[src/rtl/status_flag_controller.sv]
// NZCV status tracker for an in-order pipeline: condition evaluation with
// same-cycle bypass, in-flight flag-setter accounting and taken-branch flush.
module status_flag_controller #(
    parameter int unsigned MAX_PENDING  = 2,
    parameter int unsigned FLUSH_CYCLES = 2
) (
    input  logic       clk,
    input  logic       rst,
    input  logic       issue_valid,
    input  logic [3:0] issue_cond,
    input  logic       issue_set_flags,
    input  logic       issue_is_branch,
    input  logic       flag_wr_valid,
    input  logic [3:0] flag_wr_data,
    output logic       issue_ready,
    output logic       cond_pass,
    output logic [3:0] status_q,
    output logic       flush,
    output logic [1:0] pending_cnt,
    output logic       wr_err
);

    localparam int unsigned CNT_W = 3;
    localparam logic [3:0]  COND_AL = 4'hE;
    localparam logic [1:0]  MAX_P   = 2'(MAX_PENDING);
    localparam logic [CNT_W-1:0] FLUSH_LOAD = CNT_W'(FLUSH_CYCLES - 1);

    typedef enum logic {ST_RUN, ST_FLUSH} state_t;

    state_t           state_q, state_d;
    logic [CNT_W-1:0] fcnt_q, fcnt_d;
    logic             flush_d;
    logic [3:0]       eval_flags;
    logic             resolved;
    logic             accept;
    logic             inc;
    logic             dec;

    // Flags are ordered {z,c,n,v}.
    function automatic logic eval_cond(input logic [3:0] cond, input logic [3:0] f);
        logic z, c, n, v;
        z = f[3];
        c = f[2];
        n = f[1];
        v = f[0];
        case (cond)
            4'h0:    eval_cond = z;
            4'h1:    eval_cond = ~z;
            4'h2:    eval_cond = c;
            4'h3:    eval_cond = ~c;
            4'h4:    eval_cond = n;
            4'h5:    eval_cond = ~n;
            4'h6:    eval_cond = v;
            4'h7:    eval_cond = ~v;
            4'h8:    eval_cond = c & ~z;
            4'h9:    eval_cond = ~c | z;
            4'hA:    eval_cond = (n == v);
            4'hB:    eval_cond = (n != v);
            4'hC:    eval_cond = ~z & (n == v);
            4'hD:    eval_cond = z | (n != v);
            4'hE:    eval_cond = 1'b1;
            default: eval_cond = 1'b0;
        endcase
    endfunction

    // A return from the only in-flight setter is visible in the same cycle.
    assign eval_flags = (flag_wr_valid && pending_cnt == 2'd1) ? flag_wr_data : status_q;
    assign cond_pass  = eval_cond(issue_cond, eval_flags);
    assign resolved   = (pending_cnt == 2'd0) || (pending_cnt == 2'd1 && flag_wr_valid);
    assign accept     = issue_valid & issue_ready;
    assign inc        = accept & issue_set_flags & cond_pass;
    assign dec        = flag_wr_valid & (pending_cnt != 2'd0);

    // State register
    always_ff @(posedge clk or posedge rst) begin
        if (rst) begin
            state_q <= ST_RUN;
            fcnt_q  <= '0;
            flush   <= 1'b0;
        end else begin
            state_q <= state_d;
            fcnt_q  <= fcnt_d;
            flush   <= flush_d;
        end
    end

    // Next-state logic
    always_comb begin
        state_d = state_q;
        fcnt_d  = fcnt_q;
        case (state_q)
            ST_RUN: begin
                if (accept && issue_is_branch && cond_pass) begin
                    state_d = ST_FLUSH;
                    fcnt_d  = FLUSH_LOAD;
                end
            end
            ST_FLUSH: begin
                if (fcnt_q == '0) begin
                    state_d = ST_RUN;
                end else begin
                    fcnt_d = fcnt_q - CNT_W'(1);
                end
            end
            default: begin
                state_d = ST_RUN;
                fcnt_d  = '0;
            end
        endcase
    end

    // Output logic: issue handshake and the flush register's next value
    always_comb begin
        issue_ready = 1'b1;
        flush_d     = (state_d == ST_FLUSH);
        if (state_q == ST_FLUSH) begin
            issue_ready = 1'b0;
        end
        if (issue_cond != COND_AL && !resolved) begin
            issue_ready = 1'b0;
        end
        if (issue_set_flags && pending_cnt == MAX_P && !flag_wr_valid) begin
            issue_ready = 1'b0;
        end
    end

    // Architectural flags, in-flight count and sticky stray-return error
    always_ff @(posedge clk or posedge rst) begin
        if (rst) begin
            status_q    <= '0;
            pending_cnt <= '0;
            wr_err      <= 1'b0;
        end else begin
            if (dec) begin
                status_q <= flag_wr_data;
            end
            if (flag_wr_valid && pending_cnt == 2'd0) begin
                wr_err <= 1'b1;
            end
            case ({inc, dec})
                2'b10:   pending_cnt <= pending_cnt + 2'd1;
                2'b01:   pending_cnt <= pending_cnt - 2'd1;
                default: pending_cnt <= pending_cnt;
            endcase
        end
    end

endmodule

[config.mk]
export PLATFORM = sky130hd
export DESIGN_NAME = status_flag_controller
export DESIGN_NICKNAME = d
export VERILOG_FILES = /design/src/rtl/status_flag_controller.sv
export SDC_FILE = /design/constraint.sdc
export NUM_CORES = 1
export LEC_CHECK = 0
export ABC_AREA = 1
export BUFFER_PORTS_ARGS = -buffer_cell sky130_fd_sc_hd__buf_2
export CORE_MARGIN = 2
export CORE_UTILIZATION = 40
export CTS_CLUSTER_DIAMETER = 100
export DETAILED_ROUTE_END_ITERATION = 12
export GPL_TIMING_DRIVEN = 0
export PLACE_DENSITY = 0.65
export SLEW_MARGIN = 20
export SYNTH_ARGS = -nofsm -noshare
export SYNTH_HDL_FRONTEND = slang
export SYNTH_SLANG_ARGS = --single-unit
[constraint.sdc]
create_clock -name clk -period 1.9 [get_ports clk]
set_input_delay 0.19 -clock clk [delete_from_list [all_inputs] [get_ports clk]]
set_output_delay 0.19 -clock clk [all_outputs]
set_load 0.05 [all_outputs]
---- Yosys cells after proc, flatten, opt, wreduce, memory -nomap -nowiden ----
Cells that the tools add are included.
Widths: inputs -> output; s select.
storage, ports and cells
  register bits after elaboration ......... 11
cells by class
  bitwise logic cells ..................... 13
  multiplexer cells ....................... 12
  eq/ne operators ......................... 23
  $add $sub $neg .......................... 3
  reductions and logical operators ........ 16
operators by type and width
  kind                 number
  $eq 4x4->1 const B   7
  $eq 4x3->1 const B   4
  $pmux 1 s15          1
  $eq 4x2->1 const B   2
  $logic_and 1x1->1    7
  $and 1x1->1          6
  $mux 3               2
  $pmux 3 s2           1
  $mux 1               5
  $not 1->1            5
  $eq 2x1->1 const B   2
  $eq 2x2->1 const B   2
  $eq 4x1->1 const B   1
  $logic_not 4->1      1
  $mux 4               1
  $ne 2x2->1 const B   2
  $ne 4x4->1 const B   1
  $pmux 2 s2           1
  $reduce_bool 2->1    2
  $logic_not 3->1      1
  $sub 3x1->3 const B  1
  $add 2x1->2 const B  1
  $logic_not 1->1      2
  $logic_not 2->1      1
  other kinds (7)      8

---- Depth between registers and ports, before layout ----
Gate-level depths: netlist (run 1).
  depth in word-level cells ............... 12
  depth in mapped cells ................... 17

---- Least setup slack after synthesis (run 1) ----
No wires, ideal clock.
  path type ............................... flip-flop to flip-flop
  start ................................... register pending_cnt[1]
  end ..................................... register pending_cnt[0]
  setup time .............................. 142 ps
  period minus slack after synthesis ...... 2600 ps
  arrival time ............................ 2457 ps
  cell stages (with the launch flop) ...... 16
  required time ........................... 1758 ps
  slack ................................... -700 ps
  cells stage by stage .................... dfrtp_1 -> inv_1 -> ha_1 -> buf_6 -> nand2_8 -> nand2_1 -> nand3_1 -> nand2_1 -> nor2_1 -> nand2_1 -> nand2_1 -> nor2_2 -> nand2_2 -> nand4_1 -> ha_1 -> xnor2_1
on the way
  elaborated cells between the ends (all ways) .. 32
  those cells by class .................... 6 x eq/ne; 5 x mux; 12 x bitwise; 9 x reduce/logical
RTL lines
  item                                                    RTL line  RTL
  from (decl)                                             19        output logic [1:0] pending_cnt,
  from (signal assigned)                                  141       2'b10: pending_cnt <= pending_cnt + 2'd1;
  from (signal assigned)                                  142       2'b01: pending_cnt <= pending_cnt - 2'd1;
  from (signal assigned)                                  143       default: pending_cnt <= pending_cnt;
  $eq 2x1->1 (*)                                          67        assign eval_flags = (flag_wr_valid && pending_cnt == 2'd1) ? flag_wr_data : status_q;
  $logic_and 1x1->1 (*)                                   67
  $mux 4 (*)                                              67
  $ne 1x1->1, or another cell as far along                58, 60
  $or 1x1->1, or another cell as far along                60        4'hD: eval_cond = z | (n != v);
  $pmux 1 s15 (*)                                         46        case (cond)
  named net cond_pass                                     16        output logic cond_pass,
  $and 1x1->1 (*)                                         71        assign inc = accept & issue_set_flags & cond_pass;
  $eq 2x1->1 / $eq 2x2->1 (equally long branches)         140       case ({inc, dec})
  $pmux 2 s2 / $reduce_bool 2->1 (equally long branches)  -
The timed path passes the listed nets; every way through them passes the cells marked *.
A chain may end at the register's enable or synchronous reset.

---- Worst setup path in the final report (run 1) ----
  start ................................... register pending_cnt[1]
  end ..................................... output cond_pass
on the way
  cells in the longest elaborated chain, start to end .. 6
  elaborated cells between the ends (all ways) .. 14
  those cells by class .................... 3 x eq/ne; 2 x mux; 8 x bitwise; 1 x reduce/logical
RTL lines
  item                                      RTL line
  $eq 2x1->1 (*)                            67
  $logic_and 1x1->1 (*)                     67
  $mux 4 (*)                                67
  $ne 1x1->1, or another cell as far along  58, 60
  $or 1x1->1, or another cell as far along  60
  $pmux 1 s15 (*)                           46
  to (decl)                                 16
Mark *: on every way between the ends. The rest lies on a longest branch, timed or not.

==> flow_metrics.py, run 1 <==
metrics = {
    "outcome": {
        "run_status": "complete, but fails checks",
        "violations": "negative setup slack",
    },
    "sta": {
        "post-route-period-util_pct": 112,
        "rsz0062_at_grt": "true",
        "max_freq_mhz": 469,
        "fin_hold_ws_ns": 0.189,
        "fin_setup_tns_ns": -0.629,
        "layout_min_cycle_time_ns": 2.13,
        "fin_worst_skew_ns": 0.000188,
        "worst_pin_slew_ns": 0.609,
        "finalWorstSetupSlack_ns": -0.233,
        "max_slew_margin_pct": 59.3,
        "slew_viol_final": 0,
        "hold_viol_final": 0,
        "setup_violations": 3,
    },
    "global_route": {
        "grt_pass1_vias": 898,
        "grt_pass1_wl_um": 3720,
        "grt_antenna_before_repair": 0,
        "gr-total-overflow": 0,
        "grtUsageTotal_pct": 17.9,
        "grt_max_degree": 12,
    },
    "detailed_routing": {
        "wire_per_inst_um": 10.8,
        "vias": 956,
        "drt-total-wl_um": 2170,
        "drt-pass1-iter-count": 4,
        "via_per_inst": 4.76,
        "drc": 0,
        "first_iter_violations": 20,
        "drtAntennaViolNets": 0,
    },
    "flow_run": {
        "cap_violations": 0,
    },
    "logic_synthesis": {
        "syn_area_um2": 976,
        "yosys_warnings": 0,
        "syn_nets": 163,
        "synth_cell_type_count": 22,
        "syn-instance-count": 143,
        "synth_seq_area_share_pct": 28.2,
        "synth.avg_cell_area_um2": 6.82,
        "synth-seq-cells": 11,
    },
    "power_and_ir_drop": {
        "total_power_w": 0.00217,
        "ir_drop_mv": 1.11,
        "p_leak_nw": 0.721,
        "power_density_nw_per_um2": 1660,
    },
    "critical_path": {
        "cp-start-kind": "flop",
        "worst_ep_arrival_time_ns": 1.94,
        "ff2ff_path_depth": 14,
        "endpoint_kind": "output port",
        "path_class": "flop to output port",
        "crit_fanout": 8,
        "crit_required_ns": 1.71,
    },
    "clock_network": {
        "cts_buffer_depth": 2,
        "numCtsBuffers": 3,
        "clk_latency_ns": 0.26,
        "htreeDepth": 1,
        "clock_sink_count": 11,
        "cts_tree": "built",
        "cts-root-buf": "clkbuf_4",
        "clk_pin_slew_worst_paths_ns": 0.07,
    },
    "layout": {
        "layout-drive-gt1-share_pct": 38.2,
        "area_growth_pct": 33.8,
        "nets": 194,
        "fin_area_um2": 1310,
        "fin_cells": 201,
        "antenna_cells": 0,
    },
    "floorplanning": {
        "die_h_um": 53.4,
        "initial_core_util_pct": 43.3,
        "dieWidth_um": 53.4,
        "fp.coreArea_um2": 2250,
        "ios": 24,
        "die_area_um2": 2850,
        "row_count": 17,
    },
    "placed_design": {
        "dp.cells": 193,
        "post-dp-hpwl_um": 1760,
        "gp_congestion": 0.760,
        "numPortBuffers": 22,
        "post_dp_cell_area_um2": 1190,
    },
    "min_path": {
        "hp-class": "input pin to flop",
        "hold_depth": 3,
    },
}
[cells by family after synthesis]
kind of cell	after synthesis	synth area share [%]
AND/OR/NAND/NOR	90	45.5
AO/OA/AOI/OAI	6	3.72
flip-flops	11	28.2
buffers and inverters	27	11.9
adder cells (fa/ha/maj)	6	7.69
XOR/XNOR	2	1.80
multiplexers	1	1.15
[registers in the layout (all words and copies together) (netlist names)]
signal	cells
fcnt_q	3
pending_cnt	2
state_q	1
status_q	4
wr_err	1
[layout make-up]
cell class | count | area (um^2)
inverter | 25 | 93.8
multi-input combinational | 106 | 696
fill | 236 | 948
buffer | 1 | 11.3
sequential | 11 | 278
clock buffer | 4 | 26.3
tap | 28 | 35.0
timing repair buffer | 26 | 166
[metal layers]
| layer | GRT usage, % | vias up | routed length (um) |
|---|---|---|---|
| li1 | - | 500 | - |
| met1 | 22.0 | 436 | 1000 |
| met2 | 31.9 | 18 | 1090 |
| met3 | 1.69 | 2 | 67 |
| met4 | 6.41 | 0 | 16 |
| met5 | 0 | - | 0 |
[worst paths after layout]
kind	start	endpoint	slack, ns
worst max-delay path	pending_cnt[1]$_DFFE_PP0P_	cond_pass	-0.23
min in group asynchronous	rst	state_q$_DFF_PP0_	0.47
worst min register to register	wr_err$_DFFE_PP0P_	wr_err$_DFFE_PP0P_	0.50
max in group asynchronous	rst	pending_cnt[0]$_DFFE_PP0P_	1.11
worst min-delay path	flag_wr_data[1]	status_q[1]$_DFFE_PP0P_	0.19
worst max register to register	pending_cnt[1]$_DFFE_PP0P_	pending_cnt[1]$_DFFE_PP0P_	-0.20
[cells in the mapped netlist, drive strengths merged]
cell type | instances | area, um^2
and3 | 1 | 7.51
and3b | 1 | 8.76
buf | 2 | 22.5
dfrtp | 11 | 275
ha | 6 | 75.1
inv | 25 | 93.8
mux2 | 1 | 11.3
nand2 | 54 | 257
nand3 | 20 | 105
nand4 | 1 | 6.26
nor2 | 10 | 42.5
nor3 | 1 | 5.00
o21ai | 5 | 28.8
o21bai | 1 | 7.51
or2 | 2 | 12.5
xnor2 | 2 | 17.5
[stage by stage]
step / setup slack [ns] / utilization, %
after floorplan: -0.356 / -
after global placement: -0.256 / 52.9
after detailed placement: -0.299 / 52.9
after CTS: -0.187 / 56.3
after global routing: -0.353 / 57.9
final: -0.233 / 57.9
[repair_timing]
item | 4_1_cts | 5_1_grt
endpoints found under the hold margin | 11 | 0
cloned | 1 | 0
hold buffers | 1 | 0
setup buffers | 2 | 1
endpoints found under the setup margin | 3 | 7
pin swaps | 8 | 8
resized for setup | 6 | 7
[report_power, final]
| part | internal (W) | switching [W] |
|---|---|---|
| logic | 0.000585 | 0.000992 |
| registers | 0.000344 | 0.0000984 |
| clock network | 0.0000809 | 0.0000739 |
| total | 0.00101 | 0.00116 |
[cell usage in the layout, fill, tap and decap left out, drive strengths merged]
master,synthesis,final
nand2,54,55
buf,2,26
inv,25,25
nand3,20,20
dfrtp,11,11
nor2,10,10
ha,6,6
o21ai,5,5
clkbuf,0,4
or2,2,2
xnor2,2,2
nor3,1,1
and3b,1,1
and3,1,1
nand4,1,1
mux2,1,1
o21bai,1,1
dlygate4sd3,0,1
[critical path, stage by stage (launching register included)]
cell and delay [ns]:
dfrtp_2 0.41, inv_2 0.08, ha_4 0.22, nand3_1 0.14, nand2_4 0.11, nand2_2 0.06
buf_4 0.13, nand3_2 0.06, nand3_2 0.09, nor2_4 0.15, nand2_8 0.08, buf_8 0.15
Power figures use the tool's default switching activity.
==> inputs of run 2 (changes only) <==
Settings changed: PLACE_DENSITY 0.65 to unset.
Clock period 1.9 ns to 2.2 ns, I/O delays scaled along.
==> flow_metrics.py, run 2 (same netlist as run 1, synthesis figures left out) <==
metrics = {
    "outcome": {
        "run_status": "completed",
    },
    "detailed_routing": {
        "drc": 0,
        "drt-total-wl_um": 2270,
        "wire_per_inst_um": 11.2,
        "drtAntennaViolNets": 0,
        "vias": 984,
        "drt-pass1-iter-count": 4,
        "via_per_inst": 4.85,
        "first_iter_violations": 13,
    },
    "power_and_ir_drop": {
        "ir_drop_mv": 0.981,
        "clock_power_share_pct": 7.4,
        "switchingPower_w": 0.00103,
        "p_leak_nw": 0.733,
        "swShare_pct": 53.9,
        "total_power_w": 0.00191,
        "internal_power_w": 0.000880,
        "seqPwrFrac_pct": 20.2,
        "power_density_nw_per_um2": 1430,
        "power_frac_comb_pct": 72.3,
    },
    "floorplanning": {
        "ios": 24,
        "row_count": 17,
        "fp.coreArea_um2": 2250,
        "dieWidth_um": 53.4,
        "die_area_um2": 2850,
        "die_h_um": 53.4,
        "initial_core_util_pct": 43.3,
    },
    "layout": {
        "layout_commonest_cell": "nand2_1",
        "fin_cells": 203,
        "largest_reg_flops": 4,
        "area_growth_pct": 36.4,
        "regMostFlops": "status_q",
        "antenna_cells": 0,
        "fin_area_um2": 1330,
        "fillCellCount": 230,
        "nets": 196,
        "utilization_pct": 59.0,
        "reg_top3": "status_q (4), fcnt_q (3), pending_cnt (2)",
        "final_cell_mix": "36 x nand2_1, 23 x inv_1, 21 x buf_2",
        "layout-drive-gt1-share_pct": 41.1,
    },
    "global_route": {
        "grt_antenna_before_repair": 0,
        "grt_max_degree": 12,
        "gr-total-overflow": 0,
        "grtUsageTotal_pct": 18.4,
        "grt_pass1_wl_um": 3800,
        "grt_pass1_vias": 915,
    },
    "placed_design": {
        "dp.cells": 193,
        "post_dp_cell_area_um2": 1190,
        "numPortBuffers": 22,
        "post-dp-hpwl_um": 1740,
        "gp_congestion": 0.756,
    },
    "critical_path": {
        "crit_required_ns": 1.98,
        "rr_endpoint": "pending_cnt[1]$_DFFE_PP0P_",
        "cp-startpoint": "pending_cnt[1]$_DFFE_PP0P_",
        "critPathTopFamily": "simple AND/OR/NAND/NOR gates",
        "crit_fanout": 8,
        "path_cells": "inv_2 -> ha_4 -> buf_6 -> nand3_2 -> nand2_4 -> nand2_2 -> nand3_2 -> nand3_2 -> nor2_4 -> nand2_8 -> buf_8",
        "crit_path_top_delay_cell": "dfrtp_2",
        "cpPeakStageDelay_ns": 0.41,
        "ff2ff_path_depth": 15,
        "rr_startpoint": "pending_cnt[1]$_DFFE_PP0P_",
        "endpoint_kind": "output port",
        "cp-endpoint": "cond_pass",
        "cp-start-kind": "flop",
        "reg2reg_slack_ns": 0.10,
        "crit_buf_inv": 3,
        "worst_ep_arrival_time_ns": 1.94,
        "path_class": "flop to output port",
        "crit_cells": 11,
        "cp_common_cell": "nand3_2",
    },
    "clock_network": {
        "cts-root-buf": "clkbuf_4",
        "htreeDepth": 1,
        "numCtsBuffers": 3,
        "clk_latency_ns": 0.27,
        "clk_pin_slew_worst_paths_ns": 0.07,
        "clock_sink_count": 11,
        "cts_buffer_depth": 2,
        "cts_tree": "built",
    },
    "sta": {
        "hold_viol_final": 0,
        "slew_viol_final": 0,
        "max_slew_margin_pct": 57.0,
        "fin_worst_skew_ns": 0.00273,
        "post-route-period-util_pct": 98.2,
        "layout_min_cycle_time_ns": 2.16,
        "rsz0062_at_grt": "true",
        "max_freq_mhz": 463,
        "worst_pin_slew_ns": 0.643,
        "setup_violations": 0,
        "fin_hold_ws_ns": 0.193,
    },
    "min_path": {
        "hp-class": "input pin to flop",
    },
    "flow_run": {
        "cap_violations": 0,
    },
}
[run 2: cell count changes in the layout (fill, tap and decap cells not counted), sizes merged]
cell  change
buf       +2
[run 2: what timing repair did]
item                                    in CTS  in global routing
cloned                                       0                  1
hold buffers                                 1                  0
setup buffers                                1                  4
endpoints found under the setup margin       3                  3
pin swaps                                    1                 11
hold endpoints to repair                    11                  0
gates resized for setup                      3                 12
[run 2: worst min-delay path by stage]
stage,start,to,slack [ns],depth (start not counted)
2_1_floorplan,rst,fcnt_q[0]$_DFFE_PP0P_,0.07,1
3_3_place_gp,rst,state_q$_DFF_PP0_,0.24,2
3_5_place_dp,rst,wr_err$_DFFE_PP0P_,0.25,2
4_1_cts,flag_wr_data[1],status_q[1]$_DFFE_PP0P_,0.19,3
5_1_grt,flag_wr_data[0],status_q[0]$_DFFE_PP0P_,0.22,3
6_report,flag_wr_data[0],status_q[0]$_DFFE_PP0P_,0.19,3
[run 2: worst register-to-register path, stage by stage, from the launching register on]
cell	delay (ns)
dfrtp_2	0.41
inv_2	0.08
ha_4	0.23
buf_4	0.14
nand3_2	0.09
nand3_1	0.08
nand2_1	0.07
nor2_1	0.09
nand2_1	0.07
nand2_2	0.07
nor2_4	0.05
nand2_8	0.07
nand4_1	0.12
ha_4	0.20
xnor2_2	0.12
o21ai_1	0.13
[run 2: area by class of cell]
class / instances / area (um^2) / share of cell area (%)
inverters: 25 / 93.8 / 7.05
repair buffers: 28 / 171 / 12.9
well taps: 28 / 35.0 / 2.63
multi-input cells: 106 / 716 / 53.8
plain buffers: 1 / 11.3 / 0.846
clock buffers: 4 / 26.3 / 1.97
flip-flops and latches: 11 / 278 / 20.9
[run 2: per-stage QoR]
| step | setup slack, ns | TNS (ns) |
|---|---|---|
| finish | 0.0385 | 0 |
| global route | -0.0702 | -0.174 |
| CTS | 0.00685 | 0 |
| detailed placement | -0.0369 | -0.0369 |
| global placement | 0.0235 | 0 |
| floorplan | -0.0560 | -0.105 |
[run 2: layer usage]
metal | GRT usage (%) | wire length [um] | vias up | part of all wire (%)
met3 | 1.98 | 75 | 5 | 3.3
met4 | 7.69 | 42 | 0 | 1.8
met2 | 30.9 | 1050 | 17 | 46
met1 | 23.5 | 1100 | 453 | 48
met5 | 0 | 0 | - | 0
li1 | - | - | 509 | -
[run 2: power groups by stage]
stage / logic (W) / clock network, W / registers [W]
finish: 0.00138 / 0.000141 / 0.000386
global route: 0.00152 / 0.000156 / 0.000402
CTS: 0.00124 / 0.000145 / 0.000382
detailed placement: 0.00120 / 0 / 0.000391
global placement: 0.00118 / 0 / 0.000387
floorplan: 0.000753 / 0 / 0.000610
